### src/rtl/wu_writeback_if.sv
// Handshake bundle between the subtractor result stream, the writeback block
// and the weight memory write port.
interface wu_writeback_if #(
   parameter int WORD_W = 512,
   parameter int ADDR_W = 10
);
   logic              res_valid;
   logic [WORD_W-1:0] res_data;
   logic              res_ready;
   logic              mem_we;
   logic [ADDR_W-1:0] mem_addr;
   logic [WORD_W-1:0] mem_wdata;
   logic              mem_ready;

   modport master (
      output res_valid, res_data, mem_ready,
      input  res_ready, mem_we, mem_addr, mem_wdata
   );

   modport slave (
      input  res_valid, res_data, mem_ready,
      output res_ready, mem_we, mem_addr, mem_wdata
   );
endinterface

### src/rtl/wu_writeback.sv
// Buffers updated weight vectors in a small first-word-fall-through FIFO and
// writes them to consecutive weight-memory addresses starting at base_addr.
module wu_writeback #(
   parameter int dataWidth   = 32,
   parameter int pactivation = 16,
   parameter int addrWidth   = 10,
   parameter int fifoDepth   = 4
) (
   input  logic                 clk,
   input  logic                 rst,
   input  logic                 start,
   input  logic [addrWidth-1:0] base_addr,
   input  logic [addrWidth:0]   num_words,
   wu_writeback_if.slave        bus,
   output logic                 busy,
   output logic                 done,
   output logic                 err
);
   localparam int WORD_W = dataWidth * pactivation;
   localparam int PTR_W  = (fifoDepth > 1) ? $clog2(fifoDepth) : 1;
   localparam int CNT_W  = PTR_W + 1;

   localparam logic [1:0] IDLE = 2'd0;
   localparam logic [1:0] RUN  = 2'd1;
   localparam logic [1:0] DONE = 2'd2;

   localparam logic [addrWidth:0]   W_ZERO  = (addrWidth+1)'(1'b0);
   localparam logic [addrWidth:0]   W_ONE   = (addrWidth+1)'(1'b1);
   localparam logic [addrWidth-1:0] A_ONE   = addrWidth'(1'b1);
   localparam logic [PTR_W-1:0]     P_ONE   = PTR_W'(1'b1);
   localparam logic [CNT_W-1:0]     C_ZERO  = CNT_W'(1'b0);
   localparam logic [CNT_W-1:0]     C_ONE   = CNT_W'(1'b1);
   localparam logic [CNT_W-1:0]     C_DEPTH = CNT_W'(fifoDepth);

   logic [1:0]           state_r, state_s;
   logic [addrWidth:0]   nw_r, rx_cnt_r, wr_cnt_r;
   logic [addrWidth-1:0] addr_r;
   logic                 busy_r, done_r, err_r;

   logic [WORD_W-1:0]    fifo_q [fifoDepth];
   logic [PTR_W-1:0]     wr_ptr_r, rd_ptr_r;
   logic [CNT_W-1:0]     count_r, count_s;
   logic                 full_r, nonempty_r;

   logic                 res_ready_s, push_s, pop_s, launch_s;

   // Handshake qualifiers; the full flag is registered so a pop frees a slot one cycle later.
   always_comb begin
      res_ready_s = (state_r == RUN) && !full_r && (rx_cnt_r < nw_r);
      push_s      = bus.res_valid && res_ready_s;
      pop_s       = nonempty_r && bus.mem_ready;
      launch_s    = (state_r == IDLE) && start;
   end

   // Transfer sequencing.
   always_comb begin
      state_s = state_r;
      case (state_r)
         IDLE: begin
            if (start) begin
               if (num_words == W_ZERO) state_s = DONE;
               else                     state_s = RUN;
            end else begin
               state_s = IDLE;
            end
         end
         RUN: begin
            if (pop_s && ((wr_cnt_r + W_ONE) == nw_r)) state_s = DONE;
            else                                       state_s = RUN;
         end
         DONE:    state_s = IDLE;
         default: state_s = IDLE;
      endcase
   end

   // FIFO occupancy after this cycle's push/pop.
   always_comb begin
      count_s = count_r;
      case ({push_s, pop_s})
         2'b10:   count_s = count_r + C_ONE;
         2'b01:   count_s = count_r - C_ONE;
         default: count_s = count_r;
      endcase
   end

   // FIFO pointers and registered status flags.
   always_ff @(posedge clk) begin
      if (!rst) begin
         wr_ptr_r   <= {PTR_W{1'b0}};
         rd_ptr_r   <= {PTR_W{1'b0}};
         count_r    <= C_ZERO;
         full_r     <= 1'b0;
         nonempty_r <= 1'b0;
      end else begin
         if (push_s) wr_ptr_r <= wr_ptr_r + P_ONE;
         if (pop_s)  rd_ptr_r <= rd_ptr_r + P_ONE;
         count_r    <= count_s;
         full_r     <= (count_s == C_DEPTH);
         nonempty_r <= (count_s != C_ZERO);
      end
   end

   // FIFO storage; contents are meaningless until the pointers say otherwise.
   always_ff @(posedge clk) begin
      if (push_s) fifo_q[wr_ptr_r] <= bus.res_data;
   end

   // Control state, counters, write address and status outputs.
   always_ff @(posedge clk) begin
      if (!rst) begin
         state_r  <= IDLE;
         nw_r     <= W_ZERO;
         rx_cnt_r <= W_ZERO;
         wr_cnt_r <= W_ZERO;
         addr_r   <= {addrWidth{1'b0}};
         busy_r   <= 1'b0;
         done_r   <= 1'b0;
         err_r    <= 1'b0;
      end else begin
         state_r <= state_s;
         busy_r  <= (state_s == RUN);
         done_r  <= (state_s == DONE);
         if (launch_s) begin
            nw_r     <= num_words;
            rx_cnt_r <= W_ZERO;
            wr_cnt_r <= W_ZERO;
            addr_r   <= base_addr;
         end else begin
            if (push_s) rx_cnt_r <= rx_cnt_r + W_ONE;
            if (pop_s) begin
               wr_cnt_r <= wr_cnt_r + W_ONE;
               addr_r   <= addr_r + A_ONE;
            end
         end
         // A stray result outside RUN wins over the clear from a same-cycle start.
         if (bus.res_valid && (state_r != RUN)) err_r <= 1'b1;
         else if (launch_s)                     err_r <= 1'b0;
      end
   end

   assign bus.res_ready = res_ready_s;
   assign bus.mem_we    = nonempty_r;
   assign bus.mem_addr  = addr_r;
   assign bus.mem_wdata = nonempty_r ? fifo_q[rd_ptr_r] : {WORD_W{1'b0}};
   assign busy          = busy_r;
   assign done          = done_r;
   assign err           = err_r;
endmodule

### src/flat_wrapper.sv
// flat-port wrapper written by rule: the top's interface ports become plain ports
module wu_writeback_flat 
#(
   parameter int dataWidth   = 32,
   parameter int pactivation = 16,
   parameter int addrWidth   = 10,
   parameter int fifoDepth   = 4
)
  (clk, rst, start, base_addr, num_words, busy, done, err, bus_res_valid, bus_res_data, bus_mem_ready, bus_res_ready, bus_mem_we, bus_mem_addr, bus_mem_wdata);
  wu_writeback_if bus_i ();
  input  logic clk;
  input  logic rst;
  input  logic start;
  input  logic [addrWidth-1:0] base_addr;
  input  logic [addrWidth:0] num_words;
  output logic busy;
  output logic done;
  output logic err;
  input wire logic [$bits(bus_i.res_valid)-1:0] bus_res_valid;
  input wire logic [$bits(bus_i.res_data)-1:0] bus_res_data;
  input wire logic [$bits(bus_i.mem_ready)-1:0] bus_mem_ready;
  output wire logic [$bits(bus_i.res_ready)-1:0] bus_res_ready;
  output wire logic [$bits(bus_i.mem_we)-1:0] bus_mem_we;
  output wire logic [$bits(bus_i.mem_addr)-1:0] bus_mem_addr;
  output wire logic [$bits(bus_i.mem_wdata)-1:0] bus_mem_wdata;
  assign bus_i.res_valid = bus_res_valid;
  assign bus_i.res_data = bus_res_data;
  assign bus_i.mem_ready = bus_mem_ready;
  assign bus_res_ready = bus_i.res_ready;
  assign bus_mem_we = bus_i.mem_we;
  assign bus_mem_addr = bus_i.mem_addr;
  assign bus_mem_wdata = bus_i.mem_wdata;
  wu_writeback #(.dataWidth(dataWidth), .pactivation(pactivation), .addrWidth(addrWidth), .fifoDepth(fifoDepth)) u_core (.clk(clk), .rst(rst), .start(start), .base_addr(base_addr), .num_words(num_words), .bus(bus_i), .busy(busy), .done(done), .err(err));
endmodule
### config.mk
export PLATFORM = sky130hd
export DESIGN_NAME = wu_writeback_flat
export DESIGN_NICKNAME = d
export VERILOG_FILES = /design/src/rtl/wu_writeback_if.sv /design/src/rtl/wu_writeback.sv /design/src/flat_wrapper.sv
export SDC_FILE = /design/constraint.sdc
export NUM_CORES = 2
export LEC_CHECK = 0
export BUFFER_PORTS_ARGS = -buffer_cell sky130_fd_sc_hd__buf_2
export CORE_AREA = 4 4 411 413
export DETAILED_ROUTE_END_ITERATION = 10
export DIE_AREA = 0 0 415 417
export PLACE_DENSITY = 0.78
export SYNTH_ARGS = -nofsm -noshare
export SYNTH_HDL_FRONTEND = slang
export SYNTH_SLANG_ARGS = --single-unit
### constraint.sdc
create_clock -name clk -period 41.7 [get_ports clk]
set_clock_uncertainty 0.2 [all_clocks]
set_input_delay 8.34 -clock clk [delete_from_list [all_inputs] [get_ports clk]]
set_output_delay 8.34 -clock clk [all_outputs]
set_load 0.01 [all_outputs]
Word level (Yosys, flattened, before mapping):

Memory sizes are Yosys's and may differ from the RTL's. A register that Yosys moved wholly into a read port is not among the register bits.
Index checks and enable logic that the tools add are counted.

* flip-flop bits (word level): 57
* bits in writable memories: 2048
* input port bits: 538
* output and inout port bits: 527
* memories: 1

Memory list
* u_core.fifo_q: words 4, width 512, read ports 1, clocked after Yosys merged registers in 1, wr ports 1, RTL line wu_writeback.sv:40 `logic [WORD_W-1:0] fifo_q [fifoDepth];`

* add/subtract/negate cells: 7
* magnitude comparators: 1
* equality and inequality tests: 8
* multiplexer cells: 14
* bitwise gates (word level): 1
* reduce and logical (&&, ||, !) cells: 14

Operators with widths (count)
* 512-bit 2-to-1 mux: 1
* 11-bit by 1-bit adder with 11-bit output (second input constant): 2
* 10-bit 2-to-1 mux: 2
* 11-bit equality test: 1
* 11-bit logical NOT: 1
* 11-bit < comparator: 1
* 10-bit by 1-bit adder with 10-bit output (second input constant): 1
* 2-bit 2-to-1 mux: 5
* 1-bit logical AND: 7
* 2-bit by 1-bit equality test with 1-bit output (second input constant): 3
* 3-bit one-hot mux with 2 select lines: 1
* 2-bit by 1-bit adder with 2-bit output (second input constant): 2
* 2-bit equality test (second input constant): 2
* 1-bit 2-to-1 mux: 4
* 2-bit one-hot mux with 2 select lines: 1
* 2-bit nonzero test: 2
* 3-bit by 1-bit adder with 3-bit output (second input constant): 1
* 3-bit equality test (second input constant): 1
* 3-bit nonzero test: 1
* 3-bit by 1-bit subtractor with 3-bit output (second input constant): 1
* 2-bit logical NOT: 1
* 2-bit by 1-bit != test with 1-bit output (second input constant): 1
* 2-bit OR reduction: 1
* 1-bit logical NOT: 1
* 1-bit inverter: 1

Depth between registers and ports, before layout:

* depth in word-level cells: 7
* depth in mapped cells: 17

Worst setup path after synthesis:

OpenSTA, ideal clock, no wires.

* path type: input -> register
* start: input port bus_res_valid
* end: memory u_core.fifo_q[0][0] (enable)
* library setup time: 943 ps
* arrival: 20338 ps
* required time: 40557 ps
* slack: 20218 ps
* stages on the path: 3
* buffers on the path: 1
* cells stage by stage: and3_1 > clkbuf_1 > and2_1

* word-level cells in the longest chain between the ends: 3

Ends and longest elaborated chain
* start, declared: RTL line flat_wrapper.sv:19 `input wire logic [$bits(bus_i.res_valid)-1:0] bus_res_valid;`
* 1-bit logical AND: RTL line wu_writeback.sv:50 `push_s = bus.res_valid && res_ready_s;`
* 1-bit 2-to-1 mux: RTL line wu_writeback.sv:105 `if (push_s) fifo_q[wr_ptr_r] <= bus.res_data;`
* 1-bit 2-to-1 mux (implied by the code): RTL line wu_writeback.sv:105
* end, declared: RTL line wu_writeback.sv:40

No other way between the ends.

==> flow_metrics.tcl <==
set metrics [dict create \
    synth_area_um2 80200 \
    postCtsSetupRepairBufs 0 \
    worstHoldPathType "reg -> reg" \
    hold_path_depth 1 \
    synth_compound_area_frac 0.00571 \
    total_power_mw 4.71 \
    synth-xor-area-share 0.00448 \
    cts_tree "built" \
    postPlaceCellArea_um2 88000 \
    rsz0062_at_grt "false" \
    cts_resized 0 \
    drt_first_pass_iters 7 \
    grt_overflow_total 0 \
    dpl.cell_count 6750 \
    synthSimpleGateAreaFrac 0.0500 \
    tightest_slew_ns 1.13 \
    synth_area_leaders "edfxtp_1, mux4_2, and2_1" \
    worstSkewPairLatency_ns 0.85 \
    yosysSeqAreaShare 0.782 \
    port_buffers 1064 \
    grt_max_degree 145 \
    place_ws_ns 26.97 \
    setup_tns_ns 0 \
    drive_gt1_frac 0.389 \
    routed_wl_um 198000 \
    drtIter0Drc 3966 \
    cp.required_ns 33.16 \
    via_count 41000 \
    grt_usage 0.225 \
    yosys.area_share.adder 0.00306 \
    num-nets-final 5319 \
    synth-main-ff-cell "edfxtp_1" \
    min_period_ns 15.32 \
    max_freq_ghz 0.0653 \
    ant_nets 0 \
    cts_buffers 199 \
    die_w_um 415 \
    synth_edf_count 2048 \
    remaining_drc_errors 0 \
    syn_inst 3637 \
    dp_hpwl_um 127000 \
    hold_violations 0 \
    cts_root_buf "clkbuf_16" \
    irDropWorstVdd_uv 41.8 \
    synth_top_family_by_area "multiplexers" \
    max_slew_margin 0.249 \
    rows 149 \
    synth_warnings 0 \
    cp-end-kind "output port" \
    finish.instance_area_um2 94500 \
    wl_per_cell_um 27.5 \
    arrival_ns 6.78 \
    fin_cells 7215 \
    synth_cell_types 48 \
    grt_pass1_vias 42300 \
    period_share 0.367 \
    synthMuxAreaShare 0.144 \
    fp.dieH_um 417 \
    h-tree-depth 4 \
    finalMaxSlewViolations 0 \
    die-area_um2 173000 \
    syn_nets 4194 \
    synth_top_area_frac 0.767 \
    setup_viol 0 \
    synth_most_common_cell "edfxtp_1" \
    synth_common_cells "edfxtp_1, and2_1, mux4_2, clkbuf_1, dfxtp_1" \
    criticalPathCategory "reg -> out" \
    syn2layout_area_growth_pct 17.9 \
    startpoint_type "register" \
    leakagePower_nw 32.1 \
    antenna_found_initial 148 \
    grt_pass1_wl_um 287000 \
    initial_core_util 0.486 \
    async_reset_ff_frac 0 \
    final_core_util 0.573 \
    power.density_nw_per_um2 49.9 \
    cts_buffer_depth 3 \
    pin_count 1065 \
    clock-sinks 2107 \
    place_congestion 0.899 \
    synth.ff_latch_count 2107 \
    path_clk_slew_ns 0.06 \
    via_per_inst 5.68 \
    core_um2 165000 \
    outcome "completed" \
    rr_worst_depth 12 \
    cts-hold-fix-buffers 0 \
    avgSynthCellArea_um2 22.0 \
    whs_ns 0.273 \
    synth_top_area_cell "edfxtp_1" \
    drv_cap 0 \
    crit_fanout 48 \
    fin_ws_ns 26.38 \
]
## placed cells by master (no fill, tap or decap), types with 27 or more instances in the layout
cell type  count
and2_1       519
buf_2       1064
buf_4         46
clkbuf_1      43
clkbuf_16    199
clkinv_1      48
clkinv_2      35
dfxtp_1       56
diode_2      102
edfxtp_1    2048
mux4_2       512
nand2_1       56
nor2_1        27
## routing by layer
layer  track usage  wire length, um  vias to the layer above
met3        0.0665            15800                      576
met4         0.148            12400                       66
met5             0              441                        -
met1         0.268            69700                    21200
met2         0.358           100000                     1997
li1              -                -                    17100
## critical path: stages, from the launching register on
cell     delay [ns]
dfxtp_4        0.84
buf_4          0.88
buf_4          0.68
buf_4          0.73
buf_4          0.77
buf_4          0.86
mux4_2         0.63
and2_1         0.18
buf_2          0.15
## cell type report
cell class / instances / area, um^2
fillers: 11700 / 70300
flip-flops and latches: 2107 / 62700
diodes: 102 / 255
repair buffers: 1116 / 5790
inverters: 25 / 93.8
clock inverters: 120 / 1130
well taps: 2189 / 2740
multi-input cells: 1313 / 16600
clock buffers: 243 / 5150
## state kept, by name, indices dropped and copies added (netlist names), named ones only
signal	cells
u_core.wr_ptr_r	2
u_core.count_r	3
u_core.bus.mem_we	1
u_core.state_r	2
u_core.bus.mem_addr	10
u_core.rx_cnt_r	11
u_core.fifo_q	2048
u_core.done	1
u_core.err	1
u_core.busy	1
u_core.wr_cnt_r	11
u_core.full_r	1
u_core.nw_r	11
u_core.rd_ptr_r	2
## cell families after synthesis
| group | count (synthesis) |
|---|---|
| AOI/OAI and AO/OA | 64 |
| xor gates and xnor gates | 41 |
| adders and majority gates | 19 |
| buffers and inverters | 217 |
| DFF | 2107 |
| muxes | 515 |
| and+or+nand+nor | 674 |
## path summary, 6_finish.rpt
path | start | to | slack (ns)
max | register | bus_mem_wdata[253] | 26.38
min | u_core.state_r[1]$_SDFF_PN0_ | u_core.state_r[0]$_SDFF_PN0_ | 0.27
max reg2reg | u_core.nw_r[2]$_SDFFE_PN0P_ | u_core.fifo_q[3][279]$_DFFE_PP_ | 34.47
min reg2reg | u_core.state_r[1]$_SDFF_PN0_ | u_core.state_r[0]$_SDFF_PN0_ | 0.27
## report_power, final
| part | internal, mW | switching (mW) |
|---|---|---|
| Combinational | 0.258 | 0.340 |
| Sequential | 2.37 | 0.0209 |
| Clock | 0.949 | 0.778 |
| Total | 3.57 | 1.14 |
Note: power is estimated with default switching activity, not from simulation.
